### src/rtl/execute_unit_if.sv
// rtl/execute_unit_if.sv - decoded-operation and result handshake bundle for execute_unit
//
// Ports grouped here:
//   in_valid/in_ready      issue handshake from the decoder
//   operation/rd/rs1_val/rs2_val/imm  decoded operation payload
//   out_valid/out_ready    result handshake toward memory/writeback
//   out_op/out_rd/out_result/out_store_data/out_illegal  result payload
//   busy                   division in progress
// Modports: master = decoder/writeback side, slave = execute_unit.
interface execute_unit_if;
  logic        in_valid;
  logic        in_ready;
  logic [3:0]  operation;
  logic [4:0]  rd;
  logic [31:0] rs1_val;
  logic [31:0] rs2_val;
  logic [11:0] imm;
  logic        out_valid;
  logic        out_ready;
  logic [3:0]  out_op;
  logic [4:0]  out_rd;
  logic [31:0] out_result;
  logic [31:0] out_store_data;
  logic        out_illegal;
  logic        busy;

  modport master (
    output in_valid, operation, rd, rs1_val, rs2_val, imm, out_ready,
    input  in_ready, out_valid, out_op, out_rd, out_result, out_store_data,
           out_illegal, busy
  );

  modport slave (
    input  in_valid, operation, rd, rs1_val, rs2_val, imm, out_ready,
    output in_ready, out_valid, out_op, out_rd, out_result, out_store_data,
           out_illegal, busy
  );
endinterface

### src/rtl/execute_unit.sv
// rtl/execute_unit.sv - execute stage: 1-cycle ADD/SUB/MUL/LOAD/STORE, 32-cycle signed DIV
//
// Ports:
//   clk  rising-edge clock
//   rst  asynchronous active-high reset
//   bus  execute_unit_if.slave: issue handshake + operands in,
//        registered result handshake out, busy while dividing
module execute_unit (
  input  logic           clk,
  input  logic           rst,
  execute_unit_if.slave  bus
);
  localparam int XLEN = 32;

  localparam logic [3:0] OP_ADD   = 4'd0;
  localparam logic [3:0] OP_SUB   = 4'd1;
  localparam logic [3:0] OP_MUL   = 4'd2;
  localparam logic [3:0] OP_DIV   = 4'd3;
  localparam logic [3:0] OP_LOAD  = 4'd4;
  localparam logic [3:0] OP_STORE = 4'd5;

  typedef enum logic {IDLE, DIV_RUN} state_t;

  state_t            state, state_next;
  logic [4:0]        count;
  logic              accept, start_div, div_done;

  // Divider registers: div_quo starts as the dividend magnitude and is
  // shifted left each step, its top bit feeding the partial remainder while
  // quotient bits enter at the bottom.
  logic [XLEN-1:0]   div_rem, div_quo, div_mag;
  logic              div_neg, div_zero;
  logic [4:0]        div_rd;

  logic [XLEN:0]     rem_shift, rem_diff;
  logic [XLEN-1:0]   rem_next, quo_next, div_result;
  logic [XLEN-1:0]   rs1_mag, rs2_mag, imm_ext;
  logic [XLEN-1:0]   alu_result, alu_store;
  logic              alu_illegal;

  assign bus.in_ready = (state == IDLE) && (!bus.out_valid || bus.out_ready) && !rst;
  assign accept       = bus.in_valid && bus.in_ready;
  assign start_div    = accept && (bus.operation == OP_DIV);
  assign div_done     = (state == DIV_RUN) && (count == 5'd0);

  // FSM next state and outputs
  always_comb begin
    state_next = state;
    bus.busy   = 1'b0;
    case (state)
      IDLE: begin
        if (start_div) state_next = DIV_RUN;
      end
      DIV_RUN: begin
        bus.busy = 1'b1;
        if (count == 5'd0) state_next = IDLE;
      end
      default: state_next = IDLE;
    endcase
  end

  // Single-cycle operations
  always_comb begin
    imm_ext     = {{(XLEN-12){bus.imm[11]}}, bus.imm};
    alu_result  = '0;
    alu_store   = '0;
    alu_illegal = 1'b0;
    case (bus.operation)
      OP_ADD:   alu_result = bus.rs1_val + bus.rs2_val;
      OP_SUB:   alu_result = bus.rs1_val - bus.rs2_val;
      OP_MUL:   alu_result = bus.rs1_val * bus.rs2_val;
      OP_LOAD:  alu_result = bus.rs1_val + imm_ext;
      OP_STORE: begin
        alu_result = bus.rs1_val + imm_ext;
        alu_store  = bus.rs2_val;
      end
      OP_DIV:   alu_result = '0;
      default:  alu_illegal = 1'b1;
    endcase
  end

  // One restoring divide step. The remainder is always below the divisor
  // (at most 2^31), so the shifted value fits in 32 bits except for a zero
  // divisor, whose result is overridden anyway.
  always_comb begin
    rs1_mag   = bus.rs1_val[XLEN-1] ? -bus.rs1_val : bus.rs1_val;
    rs2_mag   = bus.rs2_val[XLEN-1] ? -bus.rs2_val : bus.rs2_val;
    rem_shift = {div_rem, div_quo[XLEN-1]};
    rem_diff  = rem_shift - {1'b0, div_mag};
    if (!rem_diff[XLEN]) begin
      rem_next = rem_diff[XLEN-1:0];
      quo_next = {div_quo[XLEN-2:0], 1'b1};
    end else begin
      rem_next = rem_shift[XLEN-1:0];
      quo_next = {div_quo[XLEN-2:0], 1'b0};
    end
    // 0x80000000 / -1 falls out naturally: magnitude 2^31 negates to itself.
    div_result = div_zero ? '1 : (div_neg ? -quo_next : quo_next);
  end

  always_ff @(posedge clk or posedge rst) begin
    if (rst) begin
      state    <= IDLE;
      count    <= 5'd0;
      div_rem  <= '0;
      div_quo  <= '0;
      div_mag  <= '0;
      div_neg  <= 1'b0;
      div_zero <= 1'b0;
      div_rd   <= 5'd0;
    end else begin
      state <= state_next;
      if (start_div) begin
        count    <= 5'd31;
        div_rem  <= '0;
        div_quo  <= rs1_mag;
        div_mag  <= rs2_mag;
        div_neg  <= bus.rs1_val[XLEN-1] ^ bus.rs2_val[XLEN-1];
        div_zero <= (bus.rs2_val == '0);
        div_rd   <= bus.rd;
      end else if (state == DIV_RUN) begin
        count   <= count - 5'd1;
        div_rem <= rem_next;
        div_quo <= quo_next;
      end
    end
  end

  // Output register: drain first, then a load on the same edge overrides it.
  always_ff @(posedge clk or posedge rst) begin
    if (rst) begin
      bus.out_valid      <= 1'b0;
      bus.out_op         <= 4'd0;
      bus.out_rd         <= 5'd0;
      bus.out_result     <= '0;
      bus.out_store_data <= '0;
      bus.out_illegal    <= 1'b0;
    end else begin
      if (bus.out_valid && bus.out_ready) bus.out_valid <= 1'b0;
      if (div_done) begin
        bus.out_valid      <= 1'b1;
        bus.out_op         <= OP_DIV;
        bus.out_rd         <= div_rd;
        bus.out_result     <= div_result;
        bus.out_store_data <= '0;
        bus.out_illegal    <= 1'b0;
      end else if (accept && (bus.operation != OP_DIV)) begin
        bus.out_valid      <= 1'b1;
        bus.out_op         <= bus.operation;
        bus.out_rd         <= bus.rd;
        bus.out_result     <= alu_result;
        bus.out_store_data <= alu_store;
        bus.out_illegal    <= alu_illegal;
      end
    end
  end
endmodule

### src/flat_wrapper.sv
// flat-port wrapper written by rule: the top's interface ports become plain ports
module execute_unit_flat 
  (clk, rst, bus_in_valid, bus_operation, bus_rd, bus_rs1_val, bus_rs2_val, bus_imm, bus_out_ready, bus_in_ready, bus_out_valid, bus_out_op, bus_out_rd, bus_out_result, bus_out_store_data, bus_out_illegal, bus_busy);
  execute_unit_if bus_i ();
  input  logic clk;
  input  logic rst;
  input wire logic [$bits(bus_i.in_valid)-1:0] bus_in_valid;
  input wire logic [$bits(bus_i.operation)-1:0] bus_operation;
  input wire logic [$bits(bus_i.rd)-1:0] bus_rd;
  input wire logic [$bits(bus_i.rs1_val)-1:0] bus_rs1_val;
  input wire logic [$bits(bus_i.rs2_val)-1:0] bus_rs2_val;
  input wire logic [$bits(bus_i.imm)-1:0] bus_imm;
  input wire logic [$bits(bus_i.out_ready)-1:0] bus_out_ready;
  output wire logic [$bits(bus_i.in_ready)-1:0] bus_in_ready;
  output wire logic [$bits(bus_i.out_valid)-1:0] bus_out_valid;
  output wire logic [$bits(bus_i.out_op)-1:0] bus_out_op;
  output wire logic [$bits(bus_i.out_rd)-1:0] bus_out_rd;
  output wire logic [$bits(bus_i.out_result)-1:0] bus_out_result;
  output wire logic [$bits(bus_i.out_store_data)-1:0] bus_out_store_data;
  output wire logic [$bits(bus_i.out_illegal)-1:0] bus_out_illegal;
  output wire logic [$bits(bus_i.busy)-1:0] bus_busy;
  assign bus_i.in_valid = bus_in_valid;
  assign bus_i.operation = bus_operation;
  assign bus_i.rd = bus_rd;
  assign bus_i.rs1_val = bus_rs1_val;
  assign bus_i.rs2_val = bus_rs2_val;
  assign bus_i.imm = bus_imm;
  assign bus_i.out_ready = bus_out_ready;
  assign bus_in_ready = bus_i.in_ready;
  assign bus_out_valid = bus_i.out_valid;
  assign bus_out_op = bus_i.out_op;
  assign bus_out_rd = bus_i.out_rd;
  assign bus_out_result = bus_i.out_result;
  assign bus_out_store_data = bus_i.out_store_data;
  assign bus_out_illegal = bus_i.out_illegal;
  assign bus_busy = bus_i.busy;
  execute_unit u_core (.clk(clk), .rst(rst), .bus(bus_i));
endmodule
### config.mk
export PLATFORM = sky130hd
export DESIGN_NAME = execute_unit_flat
export DESIGN_NICKNAME = d
export VERILOG_FILES = /design/src/rtl/execute_unit_if.sv /design/src/rtl/execute_unit.sv /design/src/flat_wrapper.sv
export SDC_FILE = /design/constraint.sdc
export NUM_CORES = 2
export LEC_CHECK = 0
export CAP_MARGIN = 0
export CORE_MARGIN = 2
export CORE_UTILIZATION = 56
export DETAILED_ROUTE_END_ITERATION = 10
export PLACE_DENSITY = 0.78
export SLEW_MARGIN = 20
export SYNTH_ARGS = -nofsm -noshare
export SYNTH_HDL_FRONTEND = slang
export SYNTH_SLANG_ARGS = --single-unit
### constraint.sdc
create_clock -name clk -period 6.95 [get_ports clk]
set_clock_uncertainty 0.1 [all_clocks]
set_input_delay 2.085 -clock clk [delete_from_list [all_inputs] [get_ports clk]]
set_output_delay 2.085 -clock clk [all_outputs]
set_load 0.03 [all_outputs]
==> Word-level counts from Yosys, hierarchy flattened <==
Index checks and enable logic that the tools add are counted.
{ "word_totals": {"register_bits": 184, "inputBits": 89, "out_inout_bits": 77, "word_cells": 81} }
{ "op_classes": {"n_addsub": 8, "n_mul": 1, "n_eq_ne": 6, "mux": 32, "n_bitwise": 2, "reduce_logical": 18} }
{ "op_table": {"columns": ["operator", "n"], "rows": [
  ["$mux 32", 14],
  ["$pmux 32 s4", 1],
  ["$neg 32->32", 3],
  ["$add 32x32->32", 2],
  ["$sub 33x32->33", 1],
  ["$logic_not 32->1", 1],
  ["$mul 32x32->32", 1],
  ["$sub 32x32->32", 1],
  ["$mux 5", 4],
  ["$mux 1", 10],
  ["$eq 4x2->1 const B", 2],
  ["$eq 4x3->1 const B", 2],
  ["$mux 4", 2],
  ["$logic_and 1x1->1", 7],
  ["$reduce_or 6->1", 1],
  ["$logic_not 5->1", 1],
  ["$sub 5x1->5 const B", 1],
  ["$eq 4x1->1 const B", 1],
  ["$logic_not 4->1", 1],
  ["$ne 4x2->1 const B", 1],
  ["$reduce_bool 2->1", 2],
  ["$reduce_bool 3->1", 1],
  ["$logic_not 1->1", 2],
  ["$pmux 1 s2", 1],
  ["other kinds (4)", 4]
]} }

==> Depth between registers and ports, before layout <==
{ "logic_depth": {"depth_word": 8, "mapped_depth": 29, "depth_no_buf": 27} }

==> Least setup slack after synthesis <==
Ideal clock, no wire load.
{ "synth_path": {"path_type": "input to register", "from": "input bus_rs2_val[8]", "to": "register u_core.bus.out_result[31]", "setup_time_ns": 0.104, "arrival_time_ns": 9.341, "t_required_ns": 6.746, "setup_slack_ns": -2.595, "cell_stages": 28, "path_buffers": 2, "cell_sequence": "clkbuf_1 -> clkbuf_1 -> nand2_1 -> fa_1 -> inv_1 -> fa_1 -> fa_1 -> inv_1 -> fa_1 -> inv_1 -> fa_1 -> inv_1 -> fa_1 -> inv_1 -> fa_1 -> fa_1 -> ha_1 -> and3_1 -> a31oi_1 -> nand2_1 -> o311a_1 -> o21ai_0 -> a2111oi_0 -> a2111oi_0 -> a21oi_1 -> xnor2_1 -> nand2_1 -> a221oi_1"} }
{ "synth_between": {"elab_chain_cells": 4, "word_cells_on_any_way": 6, "classes_between": "add/sub: 2; mul: 1; mux: 3"} }
{ "synth_rtl": {"columns": ["item", "line", "text"], "rows": [
  ["start, declared", "flat_wrapper.sv:11", "input wire logic [$bits(bus_i.rs2_val)-1:0] bus_rs2_val;"],
  ["$mul 32x32->32 (tied with other cells)", "execute_unit.sv:71", "OP_MUL: alu_result = bus.rs1_val * bus.rs2_val;"],
  ["$pmux 32 s4 *", "execute_unit.sv:68", "case (bus.operation)"],
  ["$mux 32 *", "execute_unit.sv:147", "end else if (accept && (bus.operation != OP_DIV)) begin"],
  ["$mux 32 *", "execute_unit.sv:140", "if (div_done) begin"],
  ["end signal, assigned", "execute_unit.sv:144", "bus.out_result <= div_result;"],
  ["end signal, assigned", "execute_unit.sv:151", "bus.out_result <= alu_result;"],
  ["end, declared", "execute_unit_if.sv:35", "output in_ready, out_valid, out_op, out_rd, out_result, out_store_data,"]
]} }
Every way passes the cells marked *; elsewhere a longest branch is shown, timed or not. The select of a mux whose other input is x is not followed.
A chain may end at the register's enable or synchronous reset.

==> Final worst setup path <==
{ "layout_path": {"from": "input bus_rs1_val[14]", "to": "register u_core.bus.out_result[29]"} }
{ "layout_between": {"elab_chain_cells": 4, "word_cells_on_any_way": 7, "classes_between": "add/sub: 3; mul: 1; mux: 3"} }
{ "layout_rtl": {"columns": ["item", "line", "text"], "rows": [
  ["start, declared", "flat_wrapper.sv:10", "input wire logic [$bits(bus_i.rs1_val)-1:0] bus_rs1_val;"],
  ["$mul 32x32->32 (tied with other cells)", "execute_unit.sv:71", null],
  ["$pmux 32 s4 *", "execute_unit.sv:68", null],
  ["$mux 32 *", "execute_unit.sv:147", null],
  ["$mux 32 *", "execute_unit.sv:140", null]
]} }
Marks and branches as above.

==> results.txt <==
The min-delay analysis places its worst path in the category reg -> reg. The number of max-capacitance violations reported is 0, and the count of H-tree levels built during CTS is 4. Most frequent cell on the critical path: fa_1. The checks that failed: setup timing.

The worst path needs 8990 ps of the cycle, external delays included. The logs give 0 for the number of hold-slack violations in the final timing report and 25 for the count of final setup violators. The final worst-path cycle share is 129%, and the remaining max-slew budget at the tightest pin is 26.6%.

Counting flops and latches in the post-synthesis netlist gives 184. At the end of routability-driven placement, the weighted congestion stood at 1.04. Setup repair after global routing could not meet its margin everywhere. The length of the first detailed-routing pass in iterations was 7. Counting the buffers created by CTS gives 17. The global route total overflow is 0, and the synthesis-to-finish area growth is 24.8%.

Sequential elements use 15.6% of the synthesized area. The achievable frequency was 111 MHz; the critical-path maximum fanout was 3. Ranked by instance count, the synthesized netlist is headed by nand2_1, inv_1, fa_1. The count of different cell masters after synthesis was 68. The number of design rule violations left after detail routing is 0, and the count of warnings emitted by yosys is 0. TritonCTS built the clock tree.

Counting flops with a built-in enable in the synthesized netlist gives 0. In the synthesized netlist the dominant register cell turns out to be dfrtp_1. The proportion of synthesized flip-flops having asynchronous set or reset came out at 100%.

For the filler cell count, the log shows 3785. Dividing the detail-routed via count by the number of cells gives 6.03. The run finished, with violations left. The number of max-slew violations in the final report is 0, and the final routed wire length divided by cell count is 23.0 um. The type of the setup path with the least slack was in -> reg. The final layout contains routed wiring with a total length of 104000 um. Entering global routing, the biggest net connects 122 pins. The tools report the root buffer cell as clkbuf_16. The tools report the starting density of the core as 56.3%. The total via count in the routed design was 27400; the global-route usage over all layers was 38.1%. When the netlist entered floorplanning its net count stood at 4096.

Transition time at the pin with the least slew margin: 1100 ps. In the synthesized netlist, the number of instances is 3406. Measured in cells, the most critical reg-to-reg path has a length of 22. The cell row count is 84, and the antenna violation net count after detailed routing is 0. In this run the standard cell core region covers 52200 um^2.

Summed over its instances, the top area cell type makes up 27.9% of the synthesized netlist area. The final critical-path setup slack came out at -2040 ps. The tools report the number of clock sinks as 184. The initial antenna violation count was 6. The depth of the worst hold-timing path was 2. For the worst setup path, the data required time is 7160 ps. For the worst setup path, the data arrival time is 9200 ps. The vertical extent of the die came out at 233 um.

The cell type contributing the most total cell area after synthesis was fa_1. The share of post-route cells with drive strength above 1 is 20.2%, and the horizontal die dimension is 233 um. The run gives 79400 um as the detailed placer's ending HPWL. The critical path's largest stage delay is 610 ps. After the first detailed-routing iteration, the DRC count stood at 3331.

The die outline area is 54400 um^2, and the clock-pin slew reported for the worst setup and hold paths after clock tree synthesis is 80 ps. The number of global-route vias before repair was 27500. By instance count, the leading cell after synthesis is nand2_1. At the end of the flow the core is filled with cells to 70.3%. The worst setup path is captured at a flop.

The slowest cell on the critical path is fa_1. Summing all flip-flop and latch instances after layout gives 4610 um^2. The mean area per synthesized cell came out at 8.64 um^2.

The I/O pin count is 166. Startpoint class of the critical path: an input port. The largest buffer count on any clock path was 2. The first-pass GRT wire length was 157000 um; the final net count was 4523.

The clock insertion delay at the later pin of the skew report was 470 ps. The run gives 29400 um^2 as the cell area after synthesis. In this run the tool buffered the top-level ports with 165 buffer cells.

In the post-synthesis netlist, the biggest area contributors are fa_1, dfrtp_1, ha_1. The total area of multi-input combinational cells came out at 23300 um^2.
## registers in the layout, indices dropped and copies added (netlist names), 5 cells and up
register                   flops
u_core.bus.out_rd              5
u_core.bus.out_result         32
u_core.div_rd                  5
u_core.div_quo                32
u_core.div_mag                32
u_core.div_rem                32
u_core.bus.out_store_data     32
u_core.count                   5
## cell families after synthesis
group / after synthesis / synth area share, %
mux: 44 / 1.59
fa+ha+maj: 601 / 36.0
flops: 184 / 15.6
simple gates: 1095 / 18.4
buf+inv: 669 / 8.57
compound gates: 591 / 13.2
xor+xnor: 222 / 6.61
## layout by cell type (no fill, tap or decap), types with 34 or more instances in the layout
| master | instances |
|---|---|
| a21o_1 | 34 |
| a21oi_1 | 86 |
| a22o_1 | 37 |
| and2_1 | 283 |
| buf_4 | 387 |
| buf_6 | 46 |
| clkdlybuf4s50_1 | 131 |
| dfrtp_1 | 183 |
| fa_1 | 356 |
| fa_2 | 54 |
| ha_1 | 166 |
| inv_1 | 422 |
| nand2_1 | 467 |
| nor2_1 | 92 |
| o21ai_0 | 180 |
| or3_1 | 43 |
| xnor2_1 | 127 |
| xor2_1 | 89 |
## metal layers
metal / vias to the layer above / part of all wire (%) / track usage [%]
li1: 11800 / - / -
met1: 13400 / 38 / 50.5
met2: 1732 / 45 / 58.8
met3: 356 / 12 / 8.97
met4: 8 / 6.0 / 19.1
met5: - / 0.051 / 0
## stage by stage
step                TNS [ps]  instance area (um^2)  hold slack (ps)  setup slack [ps]  std cells
finish                -33620                 36700              383             -2040       4537
global route          -37490                 36700              399             -2180       4535
CTS                   -28340                 36300              383             -1810       4519
detailed placement    -50290                 34600              365             -2610       4435
global placement      -47960                 34600              351             -2530       4435
floorplan             -23310                 29900              346             -1930       3406
## timing repair
action	in CTS	in global routing
hold buffers	0	0
setup endpoints to repair	25	25
cloned	1	1
endpoints found under the hold margin	0	0
pin swaps	124	106
setup buffers	55	24
resized for setup	263	109
## worst max-delay path: cells and delay by family
family,cells,cell delay [ps]
compound gates,8,1430
xor+xnor,1,130
fa+ha+maj,9,4380
buf+inv,8,750
simple gates,3,420
## final cells by class
cell class                 instances  area share (%)
multi-input combinational       2553            63.5
timing repair buffer             631            15.4
sequential                       184            12.5
inverter                         446            4.57
tap                              688            2.34
clock buffer                      19            1.21
clock inverter                    13           0.429
antenna                            3          0.0204
## path summary, 6_finish.rpt
check                                         startpoint                             to  slack [ps]
worst max-delay path                     bus_rs1_val[14]      u_core.bus.out_result[29]       -2040
worst min-delay path            u_core.bus.out_result[4]       u_core.bus.out_result[4]         380
worst max register to register        u_core.div_quo[31]      u_core.bus.out_result[30]         790
worst min register to register  u_core.bus.out_result[4]       u_core.bus.out_result[4]         380
max in group asynchronous                            rst  u_core.bus.out_store_data[22]        3590
min in group asynchronous                            rst           u_core.bus.out_valid        2040
Power is not shown: default switching activity piles up to over one toggle a cycle in this logic, so the estimate is an artifact.
